$ cat src/rtl/pipeline_interlock_if.sv
// Decode-packet bundle between the decode stage and the interlock controller.
// The master side presents the packet and the slave side returns the issue mask.
interface pipeline_interlock_if #(
  parameter int unsigned ISSUE_W = 2,
  parameter int unsigned REG_AW  = 5
);
  logic [ISSUE_W-1:0]        D_valid;
  logic [ISSUE_W*REG_AW-1:0] D_rs;
  logic [ISSUE_W*REG_AW-1:0] D_rt;
  logic [ISSUE_W*REG_AW-1:0] D_waddr;
  logic [ISSUE_W-1:0]        D_is_load;
  logic [ISSUE_W-1:0]        D_issue_mask;

  modport master (
    output D_valid, D_rs, D_rt, D_waddr, D_is_load,
    input  D_issue_mask
  );

  modport slave (
    input  D_valid, D_rs, D_rt, D_waddr, D_is_load,
    output D_issue_mask
  );
endinterface

$ cat src/rtl/pipeline_interlock.sv
// Interlock / flush controller for an N-issue in-order F/D/E/M/W pipeline.
// A per-register scoreboard tracks in-flight loads, an intra-packet check splits
// dependent packets, and a small FSM sequences the divider with exception abort.
// Optional: define INTERLOCK_PERF_CNT_EN to build the performance counters;
// without it the perf outputs are tied to 0.
module pipeline_interlock #(
  parameter int unsigned ISSUE_W  = 2,
  parameter int unsigned REG_AW   = 5,
  parameter int unsigned LOAD_LAT = 2,
  parameter int unsigned CNT_W    = 32
) (
  input  logic                clk,
  input  logic                resetn,
  input  logic                i_stall,
  input  logic                d_stall,
  pipeline_interlock_if.slave dec,
  input  logic                E_branch_taken,
  input  logic                E_div_start,
  input  logic                div_done,
  input  logic                M_except,
  output logic                longest_stall,
  output logic                div_cancel,
  output logic                F_ena,
  output logic                D_ena,
  output logic                E_ena,
  output logic                M_ena,
  output logic                W_ena,
  output logic                F_flush,
  output logic                D_flush,
  output logic                E_flush,
  output logic                M_flush,
  output logic                W_flush,
  output logic [CNT_W-1:0]    perf_load_stall,
  output logic [CNT_W-1:0]    perf_mem_stall,
  output logic [CNT_W-1:0]    perf_flush
);

  localparam int unsigned NumRegs = 2 ** REG_AW;

  typedef enum logic [1:0] {StIdle, StBusy, StDone} div_state_e;

  logic [2:0]         r_sb_cnt [NumRegs];
  div_state_e         r_div_state;
  logic [REG_AW-1:0]  w_rs [ISSUE_W];
  logic [REG_AW-1:0]  w_rt [ISSUE_W];
  logic [REG_AW-1:0]  w_wa [ISSUE_W];
  logic [ISSUE_W-1:0] w_hazard;
  logic [ISSUE_W-1:0] w_mask;
  logic               w_lwstall;
  logic               w_div_busy;
  logic               w_sb_set_en;

  // Unpack the per-slot register fields.
  always_comb begin
    for (int k = 0; k < ISSUE_W; k++) begin
      w_rs[k] = dec.D_rs[k*REG_AW +: REG_AW];
      w_rt[k] = dec.D_rt[k*REG_AW +: REG_AW];
      w_wa[k] = dec.D_waddr[k*REG_AW +: REG_AW];
    end
  end

  // Per-slot hazard: pending load on a source, or a lower slot in the packet loads it.
  // Entry 0 is never set, so $0 sources can never hit the scoreboard.
  always_comb begin
    w_hazard = '0;
    for (int k = 0; k < ISSUE_W; k++) begin
      if (dec.D_valid[k] && ((r_sb_cnt[w_rs[k]] != 3'd0) || (r_sb_cnt[w_rt[k]] != 3'd0))) begin
        w_hazard[k] = 1'b1;
      end
      for (int j = 0; j < k; j++) begin
        if (dec.D_is_load[j] && (w_wa[j] != '0) &&
            ((w_wa[j] == w_rs[k]) || (w_wa[j] == w_rt[k]))) begin
          w_hazard[k] = 1'b1;
        end
      end
    end
  end

  // In-order issue: a slot leaves D only if no slot at or below it hazards.
  always_comb begin
    logic v_blocked;
    v_blocked = 1'b0;
    w_mask    = '0;
    for (int k = 0; k < ISSUE_W; k++) begin
      v_blocked = v_blocked | w_hazard[k];
      w_mask[k] = dec.D_valid[k] & ~v_blocked;
    end
  end

  assign dec.D_issue_mask = w_mask;

  assign w_lwstall     = dec.D_valid[0] & ~w_mask[0];
  assign w_div_busy    = (r_div_state == StBusy) |
                         ((r_div_state == StIdle) & E_div_start & ~M_except);
  assign longest_stall = i_stall | d_stall | w_div_busy;
  assign div_cancel    = (r_div_state == StBusy) & M_except;

  assign F_ena   = ~(w_lwstall | longest_stall);
  assign D_ena   = F_ena;
  assign E_ena   = ~longest_stall;
  assign M_ena   = E_ena;
  // W must retire the excepting instruction even while the divider holds the pipe.
  assign W_ena   = ~longest_stall | (w_div_busy & M_except);

  assign F_flush = 1'b0;
  assign W_flush = 1'b0;
  assign D_flush = M_except | E_branch_taken;
  assign E_flush = M_except;
  assign M_flush = M_except;

  assign w_sb_set_en = D_ena & ~D_flush;

  // Scoreboard: clear on exception, else count down on E advance; new loads override.
  always_ff @(posedge clk) begin
    if (!resetn || M_except) begin
      for (int r = 0; r < NumRegs; r++) begin
        r_sb_cnt[r] <= 3'd0;
      end
    end else begin
      if (E_ena) begin
        for (int r = 1; r < NumRegs; r++) begin
          if (r_sb_cnt[r] != 3'd0) begin
            r_sb_cnt[r] <= r_sb_cnt[r] - 3'd1;
          end
        end
      end
      // Later slots are assigned last, so the higher slot wins on a shared target.
      if (w_sb_set_en) begin
        for (int k = 0; k < ISSUE_W; k++) begin
          if (w_mask[k] && dec.D_is_load[k] && (w_wa[k] != '0)) begin
            r_sb_cnt[w_wa[k]] <= 3'(LOAD_LAT);
          end
        end
      end
    end
  end

  // Divider sequencing; an exception aborts a busy divide ahead of div_done.
  always_ff @(posedge clk) begin
    if (!resetn) begin
      r_div_state <= StIdle;
    end else begin
      case (r_div_state)
        StIdle: if (E_div_start && !M_except) r_div_state <= StBusy;
        StBusy: begin
          if (M_except)      r_div_state <= StIdle;
          else if (div_done) r_div_state <= StDone;
        end
        StDone:  r_div_state <= StIdle;
        default: r_div_state <= StIdle;
      endcase
    end
  end

`ifdef INTERLOCK_PERF_CNT_EN
  logic [CNT_W-1:0] r_perf_load;
  logic [CNT_W-1:0] r_perf_mem;
  logic [CNT_W-1:0] r_perf_flush;

  // Free-running event counters, wrapping naturally.
  always_ff @(posedge clk) begin
    if (!resetn) begin
      r_perf_load  <= '0;
      r_perf_mem   <= '0;
      r_perf_flush <= '0;
    end else begin
      if (w_lwstall && !longest_stall) r_perf_load  <= r_perf_load + 1'b1;
      if (i_stall || d_stall)          r_perf_mem   <= r_perf_mem + 1'b1;
      if (D_flush)                     r_perf_flush <= r_perf_flush + 1'b1;
    end
  end

  assign perf_load_stall = r_perf_load;
  assign perf_mem_stall  = r_perf_mem;
  assign perf_flush      = r_perf_flush;
`else
  assign perf_load_stall = '0;
  assign perf_mem_stall  = '0;
  assign perf_flush      = '0;
`endif

endmodule
$ cat src/flat_wrapper.sv
// flat-port wrapper written by rule: the top's interface ports become plain ports
module pipeline_interlock_flat 
#(
  parameter int unsigned ISSUE_W  = 2,
  parameter int unsigned REG_AW   = 5,
  parameter int unsigned LOAD_LAT = 2,
  parameter int unsigned CNT_W    = 32
)
  (clk, resetn, i_stall, d_stall, E_branch_taken, E_div_start, div_done, M_except, longest_stall, div_cancel, F_ena, D_ena, E_ena, M_ena, W_ena, F_flush, D_flush, E_flush, M_flush, W_flush, perf_load_stall, perf_mem_stall, perf_flush, dec_D_valid, dec_D_rs, dec_D_rt, dec_D_waddr, dec_D_is_load, dec_D_issue_mask);
  pipeline_interlock_if #(.ISSUE_W(ISSUE_W), .REG_AW(REG_AW)) dec_i ();
  input  logic clk;
  input  logic resetn;
  input  logic i_stall;
  input  logic d_stall;
  input  logic E_branch_taken;
  input  logic E_div_start;
  input  logic div_done;
  input  logic M_except;
  output logic longest_stall;
  output logic div_cancel;
  output logic F_ena;
  output logic D_ena;
  output logic E_ena;
  output logic M_ena;
  output logic W_ena;
  output logic F_flush;
  output logic D_flush;
  output logic E_flush;
  output logic M_flush;
  output logic W_flush;
  output logic [CNT_W-1:0] perf_load_stall;
  output logic [CNT_W-1:0] perf_mem_stall;
  output logic [CNT_W-1:0] perf_flush;
  input wire logic [$bits(dec_i.D_valid)-1:0] dec_D_valid;
  input wire logic [$bits(dec_i.D_rs)-1:0] dec_D_rs;
  input wire logic [$bits(dec_i.D_rt)-1:0] dec_D_rt;
  input wire logic [$bits(dec_i.D_waddr)-1:0] dec_D_waddr;
  input wire logic [$bits(dec_i.D_is_load)-1:0] dec_D_is_load;
  output wire logic [$bits(dec_i.D_issue_mask)-1:0] dec_D_issue_mask;
  assign dec_i.D_valid = dec_D_valid;
  assign dec_i.D_rs = dec_D_rs;
  assign dec_i.D_rt = dec_D_rt;
  assign dec_i.D_waddr = dec_D_waddr;
  assign dec_i.D_is_load = dec_D_is_load;
  assign dec_D_issue_mask = dec_i.D_issue_mask;
  pipeline_interlock #(.ISSUE_W(ISSUE_W), .REG_AW(REG_AW), .LOAD_LAT(LOAD_LAT), .CNT_W(CNT_W)) u_core (.clk(clk), .resetn(resetn), .i_stall(i_stall), .d_stall(d_stall), .dec(dec_i), .E_branch_taken(E_branch_taken), .E_div_start(E_div_start), .div_done(div_done), .M_except(M_except), .longest_stall(longest_stall), .div_cancel(div_cancel), .F_ena(F_ena), .D_ena(D_ena), .E_ena(E_ena), .M_ena(M_ena), .W_ena(W_ena), .F_flush(F_flush), .D_flush(D_flush), .E_flush(E_flush), .M_flush(M_flush), .W_flush(W_flush), .perf_load_stall(perf_load_stall), .perf_mem_stall(perf_mem_stall), .perf_flush(perf_flush));
endmodule
$ cat config.mk
export PLATFORM = sky130hd
export DESIGN_NAME = pipeline_interlock_flat
export DESIGN_NICKNAME = d
export VERILOG_FILES = /design/src/rtl/pipeline_interlock_if.sv /design/src/rtl/pipeline_interlock.sv /design/src/flat_wrapper.sv
export SDC_FILE = /design/constraint.sdc
export NUM_CORES = 1
export LEC_CHECK = 0
export CAP_MARGIN = 5
export CORE_ASPECT_RATIO = 0.9
export CORE_MARGIN = 2
export CORE_UTILIZATION = 30
export CTS_CLUSTER_SIZE = 14
export DETAILED_ROUTE_END_ITERATION = 8
export PLACE_DENSITY_LB_ADDON = 0.12
export RECOVER_POWER = 50
export SLEW_MARGIN = 20
export SYNTH_ARGS = -nofsm -noshare
export SYNTH_HDL_FRONTEND = slang
export SYNTH_SLANG_ARGS = --single-unit
$ cat constraint.sdc
create_clock -name clk -period 2.7 [get_ports clk]
set_input_delay 0.27 -clock clk [delete_from_list [all_inputs] [get_ports clk]]
set_output_delay 0.27 -clock clk [all_outputs]
set_load 0.02 [all_outputs]
==> impl_results.html <==
<table>
<tr><th>Metric</th><th>Value</th></tr>
<tr><th colspan="2">Run status</th></tr>
<tr><td>Outcome</td><td>finished, violations left</td></tr>
<tr><td>Failing checks</td><td>setup timing</td></tr>
<tr><th colspan="2">GRT</th></tr>
<tr><td>Grt total ovfl</td><td>0</td></tr>
<tr><td>First-pass GRT wire length</td><td>49200 um</td></tr>
<tr><td>Global router's overall resource usage</td><td>around a fifth</td></tr>
<tr><td>Via count of the first global-routing pass</td><td>just over 8000</td></tr>
<tr><td>Largest net degree at the start of global routing</td><td>45</td></tr>
<tr><td>Antenna violations before repair</td><td>0</td></tr>
<tr><th colspan="2">Clock network</th></tr>
<tr><td>CTS tree</td><td>built</td></tr>
<tr><td>Number of CTS-inserted buffers</td><td>9</td></tr>
<tr><td>Number of levels the H-tree was split into</td><td>3</td></tr>
<tr><td>Clock transition at the registers of the reported paths</td><td>0.07 ns</td></tr>
<tr><td>Count of hold-fix buffers inserted at cts</td><td>0</td></tr>
<tr><td>Insertion delay of the later-clocked pin in the worst-skew pair</td><td>0.36 ns</td></tr>
<tr><td>Root Driver</td><td>sky130_fd_sc_hd__clkbuf_16</td></tr>
<tr><td>Sink Count</td><td>between 90 and 100</td></tr>
<tr><td>Worst-case clock buffer depth</td><td>2</td></tr>
<tr><th colspan="2">Timing</th></tr>
<tr><td>Final setup margin</td><td>-0.229 ns</td></tr>
<tr><td>Worst Max-Slew Pin Slew</td><td>between 1 and 1.5 ns</td></tr>
<tr><td>Final-layout worst hold slack</td><td>about 0.47 ns</td></tr>
<tr><td>Shortest period the worst path allows</td><td>slightly below 3 ns</td></tr>
<tr><td>Worst slew margin relative to its limit</td><td>between 20% and 30%</td></tr>
<tr><td>Final setup vio count</td><td>97</td></tr>
<tr><td>Worst Skew</td><td>slightly below 0.007 ns</td></tr>
<tr><td>Setup repair after global routing missed its margin</td><td>true</td></tr>
<tr><td>Count of final hold-check violations</td><td>0</td></tr>
<tr><td>Fraction of the cycle the final worst path needs</td><td>108%</td></tr>
<tr><td>Count of pins over their slew limit</td><td>0</td></tr>
<tr><td>Max Clk Rate</td><td>~340 MHz</td></tr>
<tr><th colspan="2">Placed design</th></tr>
<tr><td>DP Wirelength</td><td>24100 um</td></tr>
<tr><td>Number of buffer cells added on primary ports</td><td>53</td></tr>
<tr><td>Worst slack at placement</td><td>-1.05 ns</td></tr>
<tr><td>Final estimated routing congestion in global placement</td><td>slightly above 0.9</td></tr>
<tr><td>Cell area reported after detailed placement</td><td>roughly 11000 um2</td></tr>
<tr><th colspan="2">Yosys</th></tr>
<tr><td>Count of state elements after synthesis</td><td>96</td></tr>
<tr><td>Dominant cell type by area after synthesis</td><td>sky130_fd_sc_hd__dfxtp_1</td></tr>
<tr><td>Total number of yosys warnings</td><td>0</td></tr>
<tr><td>Most common cell in the synthesized netlist</td><td>sky130_fd_sc_hd__inv_1</td></tr>
<tr><td>Most used DFF post-synth</td><td>sky130_fd_sc_hd__dfxtp_1</td></tr>
<tr><td>Sequential share of the synthesized area</td><td>between 20% and 30%</td></tr>
<tr><td>Instance count of the mapped netlist</td><td>~1200</td></tr>
<tr><td>Top area cells in the synthesized netlist</td><td>sky130_fd_sc_hd__dfxtp_1 21%, sky130_fd_sc_hd__ha_1 8.6%, sky130_fd_sc_hd__buf_4 8.5%, sky130_fd_sc_hd__a211oi_1 6.0%, sky130_fd_sc_hd__o21a_1 5.2%</td></tr>
<tr><td>Number of synthesized flops with an enable pin</td><td>0</td></tr>
<tr><td>Average cell area after synthesis</td><td>just under 8 um2</td></tr>
<tr><td>Unique masters post-synth</td><td>63</td></tr>
<tr><td>Top-area cell type share of the netlist area</td><td>21.2%</td></tr>
<tr><td>Area of the mapped netlist</td><td>approximately 9000 um2</td></tr>
<tr><td>Most instantiated cells after synthesis</td><td>109 x sky130_fd_sc_hd__inv_1, 103 x sky130_fd_sc_hd__nand2_1, 102 x sky130_fd_sc_hd__buf_4</td></tr>
<tr><td>Post-synth ARST share</td><td>0%</td></tr>
<tr><th colspan="2">Route</th></tr>
<tr><td>Number of vias in the routed layout</td><td>between 8000 and 9000</td></tr>
<tr><td>DRC marker count from the first detailed-route iteration</td><td>between 600 and 700</td></tr>
<tr><td>DR pass1 iterations</td><td>5</td></tr>
<tr><td>Post-detailed-route via-to-cell ratio</td><td>between 5 and 6</td></tr>
<tr><td>DRT antenna net count</td><td>0</td></tr>
<tr><td>Count of unresolved DRC violations after routing</td><td>0</td></tr>
<tr><td>Detailed-route wire length</td><td>around 34000 um</td></tr>
<tr><td>Mean routed wirelength per cell</td><td>19.3 um</td></tr>
<tr><th colspan="2">Floorplan</th></tr>
<tr><td>Vert. Die Dim</td><td>approximately 170 um</td></tr>
<tr><td>Count of pins on the block boundary</td><td>~150</td></tr>
<tr><td>Area of the die</td><td>about 32000 um2</td></tr>
<tr><td>Initial Util</td><td>30.4%</td></tr>
<tr><td>Number of cell rows</td><td>60</td></tr>
<tr><td>Core Box Area</td><td>between 20000 and 30000 um2</td></tr>
<tr><td>Horizontal die dimension</td><td>~190 um</td></tr>
<tr><th colspan="2">Run</th></tr>
<tr><td>Max Cap Viol</td><td>0</td></tr>
<tr><th colspan="2">Power</th></tr>
<tr><td>Leak pwr</td><td>about 5.0 nW</td></tr>
<tr><td>Highest ir drop seen on vdd</td><td>0.258 mV</td></tr>
<tr><td>Power density over cell area</td><td>~320 nW/um2</td></tr>
<tr><td>Post-layout power</td><td>between 3 and 4 mW</td></tr>
<tr><th colspan="2">Critical path</th></tr>
<tr><td>Worst endpoint data arrival time</td><td>between 3 and 4 ns</td></tr>
<tr><td>Critical-path maximum fanout</td><td>11</td></tr>
<tr><td>Worst setup SP type</td><td>flop</td></tr>
<tr><td>Setup Crit Path Kind</td><td>flop to flop</td></tr>
<tr><td>Required time of the worst setup path</td><td>2.95 ns</td></tr>
<tr><td>Category of the worst setup path capture point</td><td>flop</td></tr>
<tr><th colspan="2">Finish</th></tr>
<tr><td>Share of cells above drive strength 1</td><td>between 20% and 30%</td></tr>
<tr><td>Area growth from synthesis to layout</td><td>30.4%</td></tr>
<tr><td>Cell area after layout</td><td>11800 um2</td></tr>
<tr><td>Final layout net count</td><td>~1500</td></tr>
<tr><td>Antenna cells</td><td>0</td></tr>
<tr><th colspan="2">Hold path</th></tr>
<tr><td>Class of the most critical hold timing path</td><td>flop to flop</td></tr>
</table>
==> worst paths after layout <==
path	startpoint	endpoint	slack [ns]	cells after the start
worst min register to register	u_core.r_div_state[1]	u_core.r_div_state[1]	0.47	1
worst max-delay path	u_core.r_sb_cnt[19][1]	u_core.r_sb_cnt[29][2]	-0.23	11
worst min-delay path	u_core.r_div_state[1]	u_core.r_div_state[1]	0.47	1
worst max register to register	u_core.r_sb_cnt[19][1]	u_core.r_sb_cnt[29][2]	-0.23	11
==> sequential cells by signal, summed over array words and instances, names as in the netlist <==
register / count
u_core.r_sb_cnt: 94
u_core.r_div_state: 2
==> power breakdown <==
| part | switching [mW] | total, mW | internal (mW) |
|---|---|---|---|
| Clock | 0.613 | 1.55 | 0.933 |
| Sequential | 0.000850 | 1.42 | 1.42 |
| Combinational | 0.492 | 0.782 | 0.290 |
| Total | 1.11 | 3.74 | 2.64 |
==> layout by cell type, fill, tap and decap left out, types with 45 or more instances in the layout <==
cell / Yosys / final
sky130_fd_sc_hd__buf_4: 102 / 185
sky130_fd_sc_hd__inv_1: 109 / 109
sky130_fd_sc_hd__nand2_1: 103 / 102
sky130_fd_sc_hd__conb_1: 1 / 98
sky130_fd_sc_hd__dfxtp_1: 96 / 93
sky130_fd_sc_hd__o21ai_0: 91 / 75
sky130_fd_sc_hd__a211oi_1: 72 / 68
sky130_fd_sc_hd__o21a_1: 63 / 62
sky130_fd_sc_hd__ha_1: 62 / 62
sky130_fd_sc_hd__nor2_1: 59 / 57
sky130_fd_sc_hd__mux2i_1: 45 / 45
==> through the flow <==
step,setup TNS (ns),utilization [%],instances
6_report,-17.12,39.6,1779
5_1_grt,-23.89,39.6,1779
4_1_cts,-12.83,38.7,1770
3_5_place_dp,-83.85,36.9,1747
3_3_place_gp,-86.08,36.9,1747
2_1_floorplan,0,-,1266
==> worst max-delay path, stage by stage (launching register included) <==
cell                        delay (ns)
sky130_fd_sc_hd__dfxtp_2          0.32
sky130_fd_sc_hd__mux4_2           0.45
sky130_fd_sc_hd__or3_4            0.35
sky130_fd_sc_hd__a211oi_4         0.29
sky130_fd_sc_hd__a211oi_2         0.08
sky130_fd_sc_hd__a41o_1           0.27
sky130_fd_sc_hd__o21a_4           0.24
sky130_fd_sc_hd__buf_6            0.11
sky130_fd_sc_hd__nand4b_4         0.16
sky130_fd_sc_hd__buf_12           0.17
sky130_fd_sc_hd__clkbuf_16        0.18
sky130_fd_sc_hd__o21a_1           0.19
==> layout make-up <==
class | instances | area, um2
clock inverter | 5 | 104
timing repair buffer | 268 | 2450
clock buffer | 11 | 243
fill | 3133 | 18000
sequential | 96 | 1930
tap | 403 | 504
multi-input combinational | 886 | 6160
inverter | 110 | 413
==> cell families after synthesis <==
| logic type | count (synthesis) | synth area share [%] |
|---|---|---|
| AO/OA/AOI/OAI | 333 | 25.1 |
| AND/OR/NAND/NOR | 293 | 15.9 |
| buffers and inverters | 284 | 16.8 |
| flip-flops | 96 | 21.2 |
| adder cells (fa/ha/maj) | 62 | 8.57 |
| multiplexers | 59 | 8.46 |
| XOR/XNOR | 41 | 3.97 |
| other | 1 | 0.0414 |
==> timing repair <==
item                                    4_1_cts  5_1_grt
pin swaps                                     6        9
buffers inserted                              6        2
endpoints found under the setup margin       97       97
gates resized for setup                      64       36
cloned                                        2        8
==> per-layer routing <==
metal / wire length, um / track usage [%] / vias to the layer above / part of all wire (%)
li1: - / - / 4357 / -
met1: 16300 / 28.6 / 4229 / 48
met2: 15000 / 32.2 / 288 / 44
met3: 2350 / 3.61 / 35 / 6.8
met4: 626 / 5.00 / 0 / 1.8
met5: 0 / 0 / - / 0
No activity file was read; power rests on OpenSTA's default activity.
